### src/rtl/hyper_twd_burst_splitter_pkg.sv
// Shared types and default widths for the hyperbus 1D/2D burst splitter.
// Holds the FSM state enum, the chunk record and the idle transaction ID.
package hyper_splitter_pkg;

    localparam int DEF_L2_AWIDTH      = 12;
    localparam int DEF_EXT_AWIDTH     = 32;
    localparam int DEF_TRANS_SIZE     = 16;
    localparam int DEF_ID_WIDTH       = 1;
    localparam int DEF_MAX_BURST_LOG2 = 9;

    typedef enum logic {
        ST_IDLE  = 1'b0,
        ST_SPLIT = 1'b1
    } split_state_e;

    typedef struct packed {
        logic [DEF_L2_AWIDTH-1:0]  l2_addr;
        logic [DEF_EXT_AWIDTH-1:0] ext_addr;
        logic [DEF_TRANS_SIZE-1:0] size;
        logic                      rw;
        logic [DEF_ID_WIDTH-1:0]   id;
        logic                      last;
    } chunk_req_t;

    // Upper bit set marks "no transaction in flight" on dst_trans_id_o.
    localparam logic [DEF_ID_WIDTH:0] IDLE_ID = {1'b1, {DEF_ID_WIDTH{1'b0}}};

endpackage

### src/rtl/hyper_twd_burst_splitter_if.sv
// Request/chunk bus of the burst splitter; the splitter uses the slave
// modport, the uDMA side and the hyperbus FSM together form the master.
interface hyper_twd_burst_splitter_if #(
    parameter int L2_AWIDTH_NOAL = 12,
    parameter int EXT_AWIDTH     = 32,
    parameter int TRANS_SIZE     = 16,
    parameter int ID_WIDTH       = 1
);
    logic                      src_valid_i;
    logic                      src_ready_o;
    logic                      rw_i;
    logic [L2_AWIDTH_NOAL-1:0] l2_addr_i;
    logic [EXT_AWIDTH-1:0]     ext_addr_i;
    logic [TRANS_SIZE-1:0]     size_i;
    logic [ID_WIDTH-1:0]       trans_id_i;
    logic                      ext_act_i;
    logic                      l2_act_i;
    logic [TRANS_SIZE-1:0]     ext_count_i;
    logic [TRANS_SIZE-1:0]     l2_count_i;
    logic [TRANS_SIZE-1:0]     ext_stride_i;
    logic [TRANS_SIZE-1:0]     l2_stride_i;
    logic                      abort_i;

    logic                      dst_valid_o;
    logic                      dst_ready_i;
    logic                      dst_rw_o;
    logic [L2_AWIDTH_NOAL-1:0] dst_l2_addr_o;
    logic [EXT_AWIDTH-1:0]     dst_ext_addr_o;
    logic [TRANS_SIZE-1:0]     dst_size_o;
    logic [ID_WIDTH:0]         dst_trans_id_o;
    logic                      dst_last_o;
    logic                      done_o;
    logic                      busy_o;

    modport slave (
        input  src_valid_i, rw_i, l2_addr_i, ext_addr_i, size_i, trans_id_i,
               ext_act_i, l2_act_i, ext_count_i, l2_count_i, ext_stride_i,
               l2_stride_i, abort_i, dst_ready_i,
        output src_ready_o, dst_valid_o, dst_rw_o, dst_l2_addr_o, dst_ext_addr_o,
               dst_size_o, dst_trans_id_o, dst_last_o, done_o, busy_o
    );

    modport master (
        output src_valid_i, rw_i, l2_addr_i, ext_addr_i, size_i, trans_id_i,
               ext_act_i, l2_act_i, ext_count_i, l2_count_i, ext_stride_i,
               l2_stride_i, abort_i, dst_ready_i,
        input  src_ready_o, dst_valid_o, dst_rw_o, dst_l2_addr_o, dst_ext_addr_o,
               dst_size_o, dst_trans_id_o, dst_last_o, done_o, busy_o
    );
endinterface

### src/rtl/hyper_twd_burst_splitter_row_tracker.sv
// Per-side address walker: tracks current address, start of the current row
// and bytes left in that row; inactive sides simply advance linearly.
module hyper_split_row_tracker #(
    parameter int AWIDTH     = 32,
    parameter int TRANS_SIZE = 16
) (
    input  logic                  clk_i,
    input  logic                  rst_ni,
    input  logic                  i_load,
    input  logic [AWIDTH-1:0]     i_load_addr,
    input  logic [TRANS_SIZE-1:0] i_load_count,
    input  logic                  i_act,
    input  logic [TRANS_SIZE-1:0] i_count,
    input  logic [TRANS_SIZE-1:0] i_stride,
    input  logic [TRANS_SIZE-1:0] i_chunk,
    input  logic                  i_advance,
    output logic [AWIDTH-1:0]     o_addr,
    output logic [TRANS_SIZE-1:0] o_row_rem
);
    logic [AWIDTH-1:0]     r_addr;
    logic [AWIDTH-1:0]     r_row_base;
    logic [TRANS_SIZE-1:0] r_row_rem;
    logic [AWIDTH-1:0]     w_next_row;
    logic                  w_row_end;

    // Stride is zero-extended (or truncated) to the address width; sums wrap.
    assign w_next_row = r_row_base + AWIDTH'(i_stride);
    assign w_row_end  = i_act && (i_chunk == r_row_rem);

    // NOTE: sequential state uses non-blocking assignments so every register
    // samples pre-edge values regardless of statement order.
    always_ff @(posedge clk_i or negedge rst_ni) begin
        if (!rst_ni) begin
            r_addr     <= '0;
            r_row_base <= '0;
            r_row_rem  <= '0;
        end else if (i_load) begin
            r_addr     <= i_load_addr;
            r_row_base <= i_load_addr;
            r_row_rem  <= i_load_count;
        end else if (i_advance) begin
            if (w_row_end) begin
                r_addr     <= w_next_row;
                r_row_base <= w_next_row;
                r_row_rem  <= i_count;
            end else begin
                r_addr    <= r_addr + AWIDTH'(i_chunk);
                r_row_rem <= r_row_rem - i_chunk;
            end
        end
    end

    assign o_addr    = r_addr;
    assign o_row_rem = r_row_rem;
endmodule

### src/rtl/hyper_twd_burst_splitter.sv
// Splits a 1D/2D uDMA request into hyperbus chunks bounded by total, row ends
// and (with HYPER_SPLIT_BURST_BOUND_EN) the 2^MAX_BURST_LOG2 ext boundary.
module hyper_twd_burst_splitter
    import hyper_splitter_pkg::*;
#(
    parameter int L2_AWIDTH_NOAL = 12,
    parameter int EXT_AWIDTH     = 32,
    parameter int TRANS_SIZE     = 16,
    parameter int ID_WIDTH       = 1,
    parameter int MAX_BURST_LOG2 = 9
) (
    input logic clk_i,
    input logic rst_ni,
    hyper_twd_burst_splitter_if.slave bus
);
    split_state_e              r_state, w_state_next;
    logic                      r_done, w_done_next;
    logic                      r_rw;
    logic [ID_WIDTH-1:0]       r_id;
    logic [TRANS_SIZE-1:0]     r_rem_total;
    logic                      r_ext_act, r_l2_act;
    logic [TRANS_SIZE-1:0]     r_ext_count, r_l2_count;
    logic [TRANS_SIZE-1:0]     r_ext_stride, r_l2_stride;

    logic                      w_accept, w_dst_valid, w_dst_hs, w_last;
    logic [TRANS_SIZE-1:0]     w_chunk, w_ext_rem, w_l2_rem;
    logic [EXT_AWIDTH-1:0]     w_ext_addr;
    logic [L2_AWIDTH_NOAL-1:0] w_l2_addr;

    assign w_accept    = bus.src_valid_i && (r_state == ST_IDLE);
    assign w_dst_valid = (r_state == ST_SPLIT);
    assign w_dst_hs    = w_dst_valid && bus.dst_ready_i;

`ifdef HYPER_SPLIT_BURST_BOUND_EN
    localparam int BW = MAX_BURST_LOG2 + 1;
    localparam int CW = (BW > TRANS_SIZE) ? BW : TRANS_SIZE;
    logic [CW-1:0] w_bound;
    assign w_bound = (CW'(1) << MAX_BURST_LOG2) - CW'(w_ext_addr[MAX_BURST_LOG2-1:0]);
`else
    logic w_unused_burst;
    assign w_unused_burst = ^MAX_BURST_LOG2;
`endif

    // Chunk is derived only from registers, so it holds while dst is stalled.
    always_comb begin
        w_chunk = r_rem_total;
        if (r_ext_act && (w_ext_rem < w_chunk)) w_chunk = w_ext_rem;
        if (r_l2_act && (w_l2_rem < w_chunk))   w_chunk = w_l2_rem;
`ifdef HYPER_SPLIT_BURST_BOUND_EN
        if (w_bound < CW'(w_chunk)) w_chunk = TRANS_SIZE'(w_bound);
`endif
    end

    assign w_last = (w_chunk == r_rem_total);

    always_comb begin
        // NOTE: defaults first so every path assigns every output (no latch).
        w_state_next = r_state;
        w_done_next  = 1'b0;
        case (r_state)
            ST_IDLE: begin
                if (bus.src_valid_i) begin
                    if (bus.size_i == '0) w_done_next  = 1'b1;
                    else                  w_state_next = ST_SPLIT;
                end
            end
            ST_SPLIT: begin
                if (w_dst_hs && w_last) begin
                    w_state_next = ST_IDLE;
                    w_done_next  = 1'b1;
                end else if (bus.abort_i) begin
                    w_state_next = ST_IDLE;
                end
            end
            default: w_state_next = ST_IDLE;
        endcase
    end

    always_ff @(posedge clk_i or negedge rst_ni) begin
        if (!rst_ni) begin
            r_state <= ST_IDLE;
            r_done  <= 1'b0;
        end else begin
            r_state <= w_state_next;
            r_done  <= w_done_next;
        end
    end

    always_ff @(posedge clk_i or negedge rst_ni) begin
        if (!rst_ni) begin
            r_rw         <= 1'b0;
            r_id         <= '0;
            r_rem_total  <= '0;
            r_ext_act    <= 1'b0;
            r_l2_act     <= 1'b0;
            r_ext_count  <= '0;
            r_l2_count   <= '0;
            r_ext_stride <= '0;
            r_l2_stride  <= '0;
        end else if (w_accept) begin
            r_rw         <= bus.rw_i;
            r_id         <= bus.trans_id_i;
            r_rem_total  <= bus.size_i;
            r_ext_act    <= bus.ext_act_i && (bus.ext_count_i != '0);
            r_l2_act     <= bus.l2_act_i && (bus.l2_count_i != '0);
            r_ext_count  <= bus.ext_count_i;
            r_l2_count   <= bus.l2_count_i;
            r_ext_stride <= bus.ext_stride_i;
            r_l2_stride  <= bus.l2_stride_i;
        end else if (w_dst_hs) begin
            r_rem_total <= r_rem_total - w_chunk;
        end
    end

    hyper_split_row_tracker #(.AWIDTH(EXT_AWIDTH), .TRANS_SIZE(TRANS_SIZE)) u_ext_row (
        .clk_i       (clk_i),
        .rst_ni      (rst_ni),
        .i_load      (w_accept),
        .i_load_addr (bus.ext_addr_i),
        .i_load_count(bus.ext_count_i),
        .i_act       (r_ext_act),
        .i_count     (r_ext_count),
        .i_stride    (r_ext_stride),
        .i_chunk     (w_chunk),
        .i_advance   (w_dst_hs),
        .o_addr      (w_ext_addr),
        .o_row_rem   (w_ext_rem)
    );

    hyper_split_row_tracker #(.AWIDTH(L2_AWIDTH_NOAL), .TRANS_SIZE(TRANS_SIZE)) u_l2_row (
        .clk_i       (clk_i),
        .rst_ni      (rst_ni),
        .i_load      (w_accept),
        .i_load_addr (bus.l2_addr_i),
        .i_load_count(bus.l2_count_i),
        .i_act       (r_l2_act),
        .i_count     (r_l2_count),
        .i_stride    (r_l2_stride),
        .i_chunk     (w_chunk),
        .i_advance   (w_dst_hs),
        .o_addr      (w_l2_addr),
        .o_row_rem   (w_l2_rem)
    );

    assign bus.src_ready_o    = (r_state == ST_IDLE);
    assign bus.dst_valid_o    = w_dst_valid;
    assign bus.dst_rw_o       = r_rw;
    assign bus.dst_l2_addr_o  = w_l2_addr;
    assign bus.dst_ext_addr_o = w_ext_addr;
    assign bus.dst_size_o     = w_chunk;
    assign bus.dst_trans_id_o = (r_state == ST_IDLE) ? {1'b1, {ID_WIDTH{1'b0}}} : {1'b0, r_id};
    assign bus.dst_last_o     = w_last;
    assign bus.done_o         = r_done;
    assign bus.busy_o         = (r_state != ST_IDLE);
endmodule

### src/flat_wrapper.sv
// flat-port wrapper written by rule: the top's interface ports become plain ports
module hyper_twd_burst_splitter_flat import hyper_splitter_pkg::*;
#(
    parameter int L2_AWIDTH_NOAL = 12,
    parameter int EXT_AWIDTH     = 32,
    parameter int TRANS_SIZE     = 16,
    parameter int ID_WIDTH       = 1,
    parameter int MAX_BURST_LOG2 = 9
)
  (clk_i, rst_ni, bus_src_valid_i, bus_rw_i, bus_l2_addr_i, bus_ext_addr_i, bus_size_i, bus_trans_id_i, bus_ext_act_i, bus_l2_act_i, bus_ext_count_i, bus_l2_count_i, bus_ext_stride_i, bus_l2_stride_i, bus_abort_i, bus_dst_ready_i, bus_src_ready_o, bus_dst_valid_o, bus_dst_rw_o, bus_dst_l2_addr_o, bus_dst_ext_addr_o, bus_dst_size_o, bus_dst_trans_id_o, bus_dst_last_o, bus_done_o, bus_busy_o);
  hyper_twd_burst_splitter_if #(.L2_AWIDTH_NOAL(L2_AWIDTH_NOAL), .EXT_AWIDTH(EXT_AWIDTH), .TRANS_SIZE(TRANS_SIZE), .ID_WIDTH(ID_WIDTH)) bus_i ();
  input logic clk_i;
  input logic rst_ni;
  input wire logic [$bits(bus_i.src_valid_i)-1:0] bus_src_valid_i;
  input wire logic [$bits(bus_i.rw_i)-1:0] bus_rw_i;
  input wire logic [$bits(bus_i.l2_addr_i)-1:0] bus_l2_addr_i;
  input wire logic [$bits(bus_i.ext_addr_i)-1:0] bus_ext_addr_i;
  input wire logic [$bits(bus_i.size_i)-1:0] bus_size_i;
  input wire logic [$bits(bus_i.trans_id_i)-1:0] bus_trans_id_i;
  input wire logic [$bits(bus_i.ext_act_i)-1:0] bus_ext_act_i;
  input wire logic [$bits(bus_i.l2_act_i)-1:0] bus_l2_act_i;
  input wire logic [$bits(bus_i.ext_count_i)-1:0] bus_ext_count_i;
  input wire logic [$bits(bus_i.l2_count_i)-1:0] bus_l2_count_i;
  input wire logic [$bits(bus_i.ext_stride_i)-1:0] bus_ext_stride_i;
  input wire logic [$bits(bus_i.l2_stride_i)-1:0] bus_l2_stride_i;
  input wire logic [$bits(bus_i.abort_i)-1:0] bus_abort_i;
  input wire logic [$bits(bus_i.dst_ready_i)-1:0] bus_dst_ready_i;
  output wire logic [$bits(bus_i.src_ready_o)-1:0] bus_src_ready_o;
  output wire logic [$bits(bus_i.dst_valid_o)-1:0] bus_dst_valid_o;
  output wire logic [$bits(bus_i.dst_rw_o)-1:0] bus_dst_rw_o;
  output wire logic [$bits(bus_i.dst_l2_addr_o)-1:0] bus_dst_l2_addr_o;
  output wire logic [$bits(bus_i.dst_ext_addr_o)-1:0] bus_dst_ext_addr_o;
  output wire logic [$bits(bus_i.dst_size_o)-1:0] bus_dst_size_o;
  output wire logic [$bits(bus_i.dst_trans_id_o)-1:0] bus_dst_trans_id_o;
  output wire logic [$bits(bus_i.dst_last_o)-1:0] bus_dst_last_o;
  output wire logic [$bits(bus_i.done_o)-1:0] bus_done_o;
  output wire logic [$bits(bus_i.busy_o)-1:0] bus_busy_o;
  assign bus_i.src_valid_i = bus_src_valid_i;
  assign bus_i.rw_i = bus_rw_i;
  assign bus_i.l2_addr_i = bus_l2_addr_i;
  assign bus_i.ext_addr_i = bus_ext_addr_i;
  assign bus_i.size_i = bus_size_i;
  assign bus_i.trans_id_i = bus_trans_id_i;
  assign bus_i.ext_act_i = bus_ext_act_i;
  assign bus_i.l2_act_i = bus_l2_act_i;
  assign bus_i.ext_count_i = bus_ext_count_i;
  assign bus_i.l2_count_i = bus_l2_count_i;
  assign bus_i.ext_stride_i = bus_ext_stride_i;
  assign bus_i.l2_stride_i = bus_l2_stride_i;
  assign bus_i.abort_i = bus_abort_i;
  assign bus_i.dst_ready_i = bus_dst_ready_i;
  assign bus_src_ready_o = bus_i.src_ready_o;
  assign bus_dst_valid_o = bus_i.dst_valid_o;
  assign bus_dst_rw_o = bus_i.dst_rw_o;
  assign bus_dst_l2_addr_o = bus_i.dst_l2_addr_o;
  assign bus_dst_ext_addr_o = bus_i.dst_ext_addr_o;
  assign bus_dst_size_o = bus_i.dst_size_o;
  assign bus_dst_trans_id_o = bus_i.dst_trans_id_o;
  assign bus_dst_last_o = bus_i.dst_last_o;
  assign bus_done_o = bus_i.done_o;
  assign bus_busy_o = bus_i.busy_o;
  hyper_twd_burst_splitter #(.L2_AWIDTH_NOAL(L2_AWIDTH_NOAL), .EXT_AWIDTH(EXT_AWIDTH), .TRANS_SIZE(TRANS_SIZE), .ID_WIDTH(ID_WIDTH), .MAX_BURST_LOG2(MAX_BURST_LOG2)) u_core (.clk_i(clk_i), .rst_ni(rst_ni), .bus(bus_i));
endmodule
### config.mk
export PLATFORM = sky130hd
export DESIGN_NAME = hyper_twd_burst_splitter_flat
export DESIGN_NICKNAME = d
export VERILOG_FILES = /design/src/rtl/hyper_twd_burst_splitter_pkg.sv /design/src/rtl/hyper_twd_burst_splitter_if.sv /design/src/rtl/hyper_twd_burst_splitter_row_tracker.sv /design/src/rtl/hyper_twd_burst_splitter.sv /design/src/flat_wrapper.sv
export SDC_FILE = /design/constraint.sdc
export NUM_CORES = 1
export LEC_CHECK = 0
export BUFFER_PORTS_ARGS = -buffer_cell sky130_fd_sc_hd__buf_2
export CORE_ASPECT_RATIO = 0.5
export CORE_MARGIN = 5
export CORE_UTILIZATION = 40
export CTS_CLUSTER_SIZE = 40
export DETAILED_ROUTE_END_ITERATION = 10
export SLEW_MARGIN = 20
export SYNTH_ARGS = -nofsm -noshare
export SYNTH_HDL_FRONTEND = slang
export SYNTH_SLANG_ARGS = --single-unit
### constraint.sdc
create_clock -name clk_i -period 11.1 [get_ports clk_i]
set_clock_uncertainty 0.15 [all_clocks]
set_input_delay 2.22 -clock clk_i [delete_from_list [all_inputs] [get_ports clk_i]]
set_output_delay 2.22 -clock clk_i [all_outputs]
set_load 0.005 [all_outputs]
==> impl_metrics.csv, run 1 <==
group,metric,value,unit
clocking,clockRootBuffer,"clkbuf_16",
clocking,ctsHtreeMaxLevel,1,
sta,period_minus_slack,9.42,ns
detailed_routing,drc,0,
grt,grt.total_usage,0.233,
place,place_congestion,0.869,
worst_setup_path,critPathCapture,"bus_dst_last_o",
sta,slew_headroom,0.357,
detailed_routing,routed_via_density,5.60,
floorplan,start_util,0.402,
run,max-cap-violations,0,
worst_setup_path,crit_arrival,7.05,ns
layout,regArea,0.00505,mm2
floorplan,die_w,283,um
layout,nFillCells,3713,
outcome,outcome,"complete, no violations",
detailed_routing,first_pass_iters,5,
worst_setup_path,worstPathMaxFanout,25,
place,dp_hpwl,36.2,mm
yosys,ys.flop_type,"dfrtp_1",
place,post_dp_cell_area,0.0164,mm2
worst_setup_path,cp-startpoint,"u_core.u_ext_row.o_row_rem[15]",
worst_setup_path,r2r_end,"u_core.u_ext_row.r_row_base[27]",
worst_setup_path,start_kind,"flip-flop",
worst_setup_path,critPathCaptureType,"output port",
clocking,cts-resized-gates,0,
sta,fin_tns_setup,0,ns
sta,slew_viol_final,0,
detailed_routing,drt_iter0_drc,1004,
yosys,synth.avg_cell_area,8.30,um2
layout,fin_nets,2217,
worst_setup_path,r2r_slack,2.46,ns
yosys,synth.largest_area_cell,"dfrtp_1",
yosys,post-synth-top-area-fraction,0.339,
worst_setup_path,path_class,"flip-flop to output port",
clocking,clk_pin_slew_worst_paths,0.07,ns
clocking,numCtsBuffers,22,
sta,setup_violations,0,
layout,mostFrequentLayoutCells,"298 x nand2_1, 202 x dfrtp_1, 195 x buf_2",
clocking,clockBufferDepth,3,
yosys,synth_seq_cells,202,
sta,hold_ws,0.314,ns
layout,final_layout_size_suffix_gt1_frac,0.151,
sta,setup_ws,1.68,ns
clocking,clock-sinks,202,
clocking,holdBufCountCts,0,
layout,multi_input_area,0.00925,mm2
detailed_routing,antenna_left,0,
clocking,postCtsSetupRepairBufs,0,
worst_setup_path,r2r-start,"u_core.u_ext_row.o_row_rem[15]",
floorplan,fp-row-count,50,
min_path,holdCritPathClass,"flip-flop to flip-flop",
grt,busiest_layer,"met2",
clocking,clk_latency,0.54,ns
worst_setup_path,ff2ff_path_depth,26,
grt,grt_start_max_net_pins,80,
floorplan,dieHeight,147,um
grt,use_met2,0.383,
grt,antenna_found_initial,3,
grt,gr-usage-met3,0.0548,
sta,clock.fmax,0.106,GHz
yosys,syn_area,0.0149,mm2
worst_setup_path,cp_data_required_time,8.73,ns
grt,grt_remaining_overflow,0,
sta,fin_crit_sh,0.849,
floorplan,core_area,0.0371,mm2
place,pre_cts_slack,2.40,ns
sta,max_slew.worst_pin.slew,0.965,ns
yosys,async_flop_share,1.00,
yosys,netlist_top_cells_area,"dfrtp_1 34%, ha_1 11%, nand2_1 7.6%, o21ai_0 3.8%, xnor2_1 3.8%",
yosys,ys_warn_count,0,
layout,final_common_cell,"nand2_1",
layout,area_growth,14.8,%
yosys,ys_types,79,
yosys,synth_cells,1797,
yosys,yosysSeqAreaShare,0.339,
layout,fin_area,0.0171,mm2
grt,use_met1,0.309,
clocking,cts_tree,"built",
floorplan,pin_count,201,
place,portBuffers,196,
floorplan,die_area,0.0415,mm2
grt,grt_pass1_vias,13311,
yosys,synth_edf_count,0,
detailed_routing,vias,13766,
yosys,syn_nets,2064,
sta,final_hold_viol_count,0,
detailed_routing,post_drt_wl_per_cell,20.3,um
grt,grt_pass1_wl,77.2,mm
sta,rsz0062_at_grt,"no",
detailed_routing,drt_wl_total,49.9,mm
[layer usage]
| metal | vias up | share of wire |
|---|---|---|
| li1 | 6722 | - |
| met3 | 100 | 0.066 |
| met2 | 338 | 0.46 |
| met4 | 4 | 0.029 |
| met1 | 6602 | 0.44 |
| met5 | - | 0.00054 |
[sequential cells by signal, summed over array words and instances, names as in the netlist]
signal                       flops
u_core.u_ext_row.o_addr         32
u_core.u_ext_row.r_row_base     32
u_core.r_ext_count              16
u_core.r_ext_stride             16
u_core.r_l2_count               16
u_core.r_rem_total              16
u_core.u_ext_row.o_row_rem      16
u_core.u_l2_row.o_row_rem       16
u_core.r_l2_stride              12
u_core.u_l2_row.o_addr          12
u_core.u_l2_row.r_row_base      12
u_core.bus.busy_o                1
u_core.bus.done_o                1
u_core.bus.dst_rw_o              1
u_core.r_ext_act                 1
u_core.r_id                      1
u_core.r_l2_act                  1
[Yosys cell counts, types with 28 or more instances]
library cell	count
nor3_1	41
clkbuf_1	71
xor2_1	38
a211oi_1	29
xnor2_1	64
dfrtp_1	202
nand3_1	45
nand2_1	301
a31oi_1	28
o21ai_0	113
ha_1	127
inv_1	87
a21o_1	37
a21oi_1	98
nor2_1	146
[critical path, stage by stage (launching register included)]
cell and delay (ns):
dfrtp_1 0.51, ha_1 0.40, nand4_2 0.20, nor4_2 0.36, a2bb2oi_1 0.14, nand2_2 0.41, mux2_2 0.39, inv_1 0.07
ha_1 0.24, a21o_1 0.16, a21oi_1 0.37, o211ai_1 0.23, a21oi_1 0.19, a32oi_2 0.24, buf_4 0.30, nand2_1 0.09
o21a_1 0.41, inv_1 0.22, ha_1 0.47, nand4_1 0.15, nor4_1 0.52, nand2_1 0.20, inv_1 0.11, buf_2 0.11
[metrics by stage]
step,std cells,util
6_report,2458,0.461
5_1_grt,2458,0.461
4_1_cts,2457,0.461
3_5_place_dp,2420,0.441
3_3_place_gp,2420,0.441
2_1_floorplan,1797,-
[worst min-delay path by stage]
stage               slack (ns)  cells after the start                endpoint                    from
floorplan                 0.29                      2             u_core.r_id             u_core.r_id
global placement          0.30                      2  u_core.r_ext_count[10]  u_core.r_ext_count[10]
detailed placement        0.30                      2             u_core.r_id             u_core.r_id
CTS                       0.32                      2             u_core.r_id             u_core.r_id
global route              0.34                      2   u_core.r_ext_count[7]   u_core.r_ext_count[7]
finish                    0.31                      2             u_core.r_id             u_core.r_id
[cells by family after synthesis]
group,Yosys count,synth area share
and+or+nand+nor,671,0.203
muxes,35,0.0257
adders and majority gates,136,0.117
DFF,202,0.339
buffers and inverters,171,0.0441
AOI/OAI and AO/OA,479,0.210
xor gates and xnor gates,103,0.0610
[layout make-up]
cell class	count	share of cell area
antenna	1	0.000146
clock inverter	7	0.00658
multi-input combinational	1424	0.540
timing repair buffer	213	0.0653
sequential	202	0.295
tap	494	0.0361
clock buffer	30	0.0369
inverter	87	0.0191
Power of run 1 is not shown: default switching activity piles up to over one toggle a cycle in this logic, so the estimate is an artifact.
==> inputs of run 2 (changes only) <==
==> constraint.sdc (replaced) <==
create_clock -name clk_i -period 8.76 [get_ports clk_i]
set_clock_uncertainty 0.15 [all_clocks]
set_input_delay 1.752 -clock clk_i [delete_from_list [all_inputs] [get_ports clk_i]]
set_output_delay 1.752 -clock clk_i [all_outputs]
set_load 0.005 [all_outputs]
==> impl_metrics.csv, run 2 (synthesis results as in run 1) <==
group,metric,value,unit
place,post-place-cells,2436,
layout,area_growth,15.7,%
grt,grt_pass1_vias,13525,
layout,fin_area,0.0172,mm2
place,place_congestion,0.892,
place,dp_hpwl,36.7,mm
worst_setup_path,cp_data_required_time,6.86,ns
detailed_routing,drt_wl_total,49.8,mm
sta,clock.fmax,0.119,GHz
detailed_routing,antenna_left,0,
grt,grt_pass1_wl,77.2,mm
floorplan,die_w,283,um
layout,final_cells,2480,
layout,final_common_cell,"nand2_1",
floorplan,die_area,0.0415,mm2
layout,fin_nets,2234,
sta,max_slew.worst_pin.slew,0.909,ns
worst_setup_path,start_kind,"flip-flop",
outcome,outcome,"complete, no violations",
place,post_dp_cell_area,0.0165,mm2
sta,slew_headroom,0.394,
sta,slew_viol_final,0,
worst_setup_path,crit_arrival,6.47,ns
floorplan,core_area,0.0371,mm2
detailed_routing,routed_via_density,5.61,
sta,setup_violations,0,
min_path,holdCritPathClass,"flip-flop to flip-flop",
clocking,clockRootBuffer,"clkbuf_16",
worst_setup_path,critPathCaptureType,"output port",
clocking,cts_tree,"built",
layout,final_layout_size_suffix_gt1_frac,0.160,
clocking,ctsHtreeMaxLevel,1,
detailed_routing,first_pass_iters,5,
floorplan,start_util,0.402,
grt,grt_remaining_overflow,0,
layout,nFillCells,3747,
sta,final_hold_viol_count,0,
grt,grt.total_usage,0.233,
worst_setup_path,r2r_slack,0.75,ns
floorplan,fp-row-count,50,
detailed_routing,vias,13918,
grt,grt_start_max_net_pins,77,
sta,rsz0062_at_grt,"no",
detailed_routing,post_drt_wl_per_cell,20.1,um
place,portBuffers,196,
clocking,clock-sinks,202,
floorplan,dieHeight,147,um
clocking,clk_latency,0.54,ns
grt,antenna_found_initial,4,
worst_setup_path,worstPathMaxFanout,20,
floorplan,pin_count,201,
sta,fin_tns_setup,0,ns
layout,mostFrequentLayoutCells,"298 x nand2_1, 202 x dfrtp_1, 195 x buf_2",
worst_setup_path,path_class,"flip-flop to output port",
clocking,postCtsSetupRepairBufs,0,
run,max-cap-violations,0,
detailed_routing,drc,0,
sta,fin_crit_sh,0.956,
clocking,clockBufferDepth,3,
clocking,numCtsBuffers,23,
sta,period_minus_slack,8.38,ns
clocking,clk_pin_slew_worst_paths,0.06,ns
detailed_routing,drt_iter0_drc,1016,
[run 2: cell type report]
| type | count | area, um2 | area share |
|---|---|---|---|
| Timing Repair Buffer | 229 | 1240 | 0.0718 |
| Antenna cell | 2 | 5.00 | 0.000290 |
| Clock inverter | 8 | 55.1 | 0.00319 |
| Sequential cell | 202 | 5050 | 0.293 |
| Inverter | 87 | 327 | 0.0189 |
| Multi-Input combinational cell | 1424 | 9270 | 0.538 |
| Tap cell | 494 | 618 | 0.0358 |
| Clock buffer | 34 | 677 | 0.0393 |
[run 2: critical path, cell delays in order (launching register included)]
cell and delay [ns]:
dfrtp_1 0.51, ha_1 0.40, nand4_2 0.21, nor4_2 0.37
a2bb2oi_1 0.18, nand2_4 0.28, mux2_2 0.37, inv_1 0.08
ha_1 0.25, a21o_1 0.16, a21oi_1 0.36, o211ai_1 0.20
a21oi_1 0.24, a32oi_4 0.28, nand2_1 0.13, o21a_1 0.40
inv_1 0.20, ha_1 0.44, nand3_1 0.11, nor4_2 0.35
nand2_1 0.16, inv_1 0.10, buf_2 0.11
[run 2: final timing paths]
path                            cells past startpoint                      startpoint                          end
worst min-delay path                                2          u_core.r_ext_count[10]       u_core.r_ext_count[10]
min in group asynchronous                           1                          rst_ni      u_core.r_ext_stride[11]
max in group asynchronous                           2                          rst_ni    u_core.u_l2_row.o_addr[4]
worst max register to register                     26  u_core.u_ext_row.o_row_rem[15]  u_core.u_ext_row.o_addr[23]
worst min register to register                      2          u_core.r_ext_count[10]       u_core.r_ext_count[10]
worst max-delay path                               22  u_core.u_ext_row.o_row_rem[15]               bus_dst_last_o
[run 2: per-stage QoR]
| step | hold slack (ns) | util | setup WS (ns) |
|---|---|---|---|
| after floorplan | 0.288 | - | 1.41 |
| after global placement | 0.303 | 0.444 | 0.714 |
| after detailed placement | 0.308 | 0.444 | 0.699 |
| after CTS | 0.325 | 0.464 | 0.0869 |
| after global routing | 0.350 | 0.465 | 0.0416 |
| final | 0.322 | 0.465 | 0.384 |
[run 2: per-layer routing]
metal | wire length (um) | share of wire | up-vias | track usage
met2 | 22900 | 0.46 | 334 | 0.377
met3 | 2780 | 0.056 | 86 | 0.0438
met4 | 1450 | 0.029 | 4 | 0.0680
met1 | 22600 | 0.45 | 6703 | 0.320
li1 | - | - | 6791 | -
met5 | 27 | 0.00054 | - | 0
[run 2: repair_timing]
action                                  4_1_cts  5_1_grt
endpoints found under the setup margin        0        1
endpoints found under the hold margin         0        0
hold buffers                                  0        0
resized for setup                             0        3
Power of run 2 is left out for the same reason.
==> inputs of run 3 (changes only) <==
--- a/config.mk
+++ b/config.mk
@@ -11,6 +11,7 @@
 export CORE_UTILIZATION = 40
 export CTS_CLUSTER_SIZE = 40
 export DETAILED_ROUTE_END_ITERATION = 10
+export GPL_TIMING_DRIVEN = 0
 export SLEW_MARGIN = 20
 export SYNTH_ARGS = -nofsm -noshare
 export SYNTH_HDL_FRONTEND = slang
==> impl_metrics.csv, run 3 (synthesis results as in run 1) <==
group,metric,value,unit
grt,grt_pass1_wl,88.0,mm
grt,grt_remaining_overflow,0,
floorplan,die_area,0.0415,mm2
detailed_routing,antenna_left,0,
sta,final_hold_viol_count,0,
sta,clock.fmax,0.118,GHz
grt,grt.total_usage,0.277,
place,place_congestion,0.958,
clocking,cts_tree,"built",
worst_setup_path,worstPathMaxFanout,10,
floorplan,pin_count,201,
clocking,clockRootBuffer,"clkbuf_16",
clocking,holdBufCountCts,0,
place,dp_hpwl,45.6,mm
detailed_routing,drc,0,
grt,grt_start_max_net_pins,75,
sta,period_minus_slack,8.45,ns
clocking,clock-sinks,202,
sta,setup_ws,0.306,ns
outcome,outcome,"complete, no violations",
grt,antenna_found_initial,1,
place,portBuffers,196,
layout,antenna_cells,0,
clocking,numCtsBuffers,23,
layout,nFillCells,3697,
detailed_routing,routed_via_density,5.88,
floorplan,dieHeight,147,um
grt,use_met2,0.439,
clocking,clockBufferDepth,3,
detailed_routing,drt_iter0_drc,1662,
worst_setup_path,start_kind,"flip-flop",
min_path,holdCritPathClass,"flip-flop to flip-flop",
sta,slew_headroom,0.261,
detailed_routing,post_drt_wl_per_cell,23.8,um
clocking,clk_latency,0.55,ns
grt,grt_pass1_vias,14014,
sta,max_slew.worst_pin.slew,1.11,ns
layout,mostFrequentLayoutCells,"301 x nand2_1, 202 x dfrtp_1, 196 x buf_2",
place,pre_cts_slack,-1.06,ns
detailed_routing,drt_wl_total,60.1,mm
detailed_routing,first_pass_iters,8,
worst_setup_path,path_class,"flip-flop to output port",
sta,setup_violations,0,
layout,fin_nets,2289,
clocking,ctsHtreeMaxLevel,1,
sta,fin_tns_setup,0,ns
layout,final_common_cell,"nand2_1",
worst_setup_path,cp_data_required_time,6.86,ns
floorplan,core_area,0.0371,mm2
layout,final_layout_size_suffix_gt1_frac,0.148,
sta,fin_crit_sh,0.965,
worst_setup_path,crit_arrival,6.55,ns
clocking,clk_pin_slew_worst_paths,0.07,ns
sta,slew_viol_final,0,
min_path,holdPathStages,2,
run,max-cap-violations,0,
worst_setup_path,ff2ff_path_depth,28,
grt,busiest_layer,"met2",
floorplan,start_util,0.402,
floorplan,fp-row-count,50,
detailed_routing,vias,14861,
grt,gr-usage-met3,0.0622,
floorplan,die_w,283,um
layout,area_growth,16.8,%
worst_setup_path,critPathCaptureType,"output port",
grt,use_met1,0.383,
==> run 3: worst max-delay path, stage by stage (launching register included) <==
cell	delay [ns]
dfrtp_1	0.37
inv_1	0.10
ha_1	0.33
nand4_2	0.23
nor4_2	0.39
a2bb2oi_1	0.18
nand2_4	0.20
clkbuf_4	0.26
mux2_2	0.37
inv_1	0.08
ha_1	0.16
nand3_1	0.07
nor2_1	0.20
and3_1	0.23
o21ai_1	0.14
a32oi_4	0.31
clkbuf_4	0.27
clkbuf_4	0.28
o21a_2	0.29
inv_1	0.17
ha_1	0.43
nand4_1	0.14
nor4_2	0.36
nand2_1	0.18
inv_1	0.11
buf_2	0.12
==> run 3: repair_timing <==
item / in CTS / in global routing
setup endpoints to repair: 100 / 67
pin swaps: 1 / 2
resized for setup: 17 / 22
buffers inserted: 2 / 3
==> run 3: worst paths after layout <==
kind,startpoint,to,slack [ns]
min in group asynchronous,rst_ni,u_core.r_ext_stride[11],0.99
min,u_core.r_id,u_core.r_id,0.32
max,u_core.r_rem_total[15],bus_dst_last_o,0.31
max reg2reg,u_core.r_rem_total[15],u_core.u_ext_row.r_row_base[20],0.50
max in group asynchronous,rst_ni,u_core.u_l2_row.o_row_rem[4],6.27
min reg2reg,u_core.r_id,u_core.r_id,0.32
==> run 3: per-layer routing <==
layer	wire (um)	part of all wire
met3	5780	0.096
met2	26400	0.44
met5	7	0.00012
met1	25600	0.43
met4	2330	0.039
==> run 3: cell type report <==
type | instances | area (um2) | area share
inverter | 87 | 327 | 0.0188
timing repair buffer | 203 | 1080 | 0.0622
multi-input combinational | 1424 | 9290 | 0.534
clock inverter | 5 | 50.0 | 0.00287
buffer | 81 | 339 | 0.0195
clock buffer | 31 | 646 | 0.0371
tap | 494 | 618 | 0.0355
sequential | 202 | 5050 | 0.290
==> run 3: per-stage QoR <==
| stage | utilization | instances | area, um2 | hold slack [ns] |
|---|---|---|---|---|
| 6_report | 0.469 | 2527 | 17400 | 0.322 |
| 5_1_grt | 0.469 | 2527 | 17400 | 0.342 |
| 4_1_cts | 0.467 | 2526 | 17300 | 0.320 |
| 3_5_place_dp | 0.447 | 2489 | 16600 | 0.305 |
| 3_3_place_gp | 0.445 | 2487 | 16500 | 0.304 |
| 2_1_floorplan | - | 1797 | 14900 | 0.288 |
Power of run 3 is left out for the same reason.
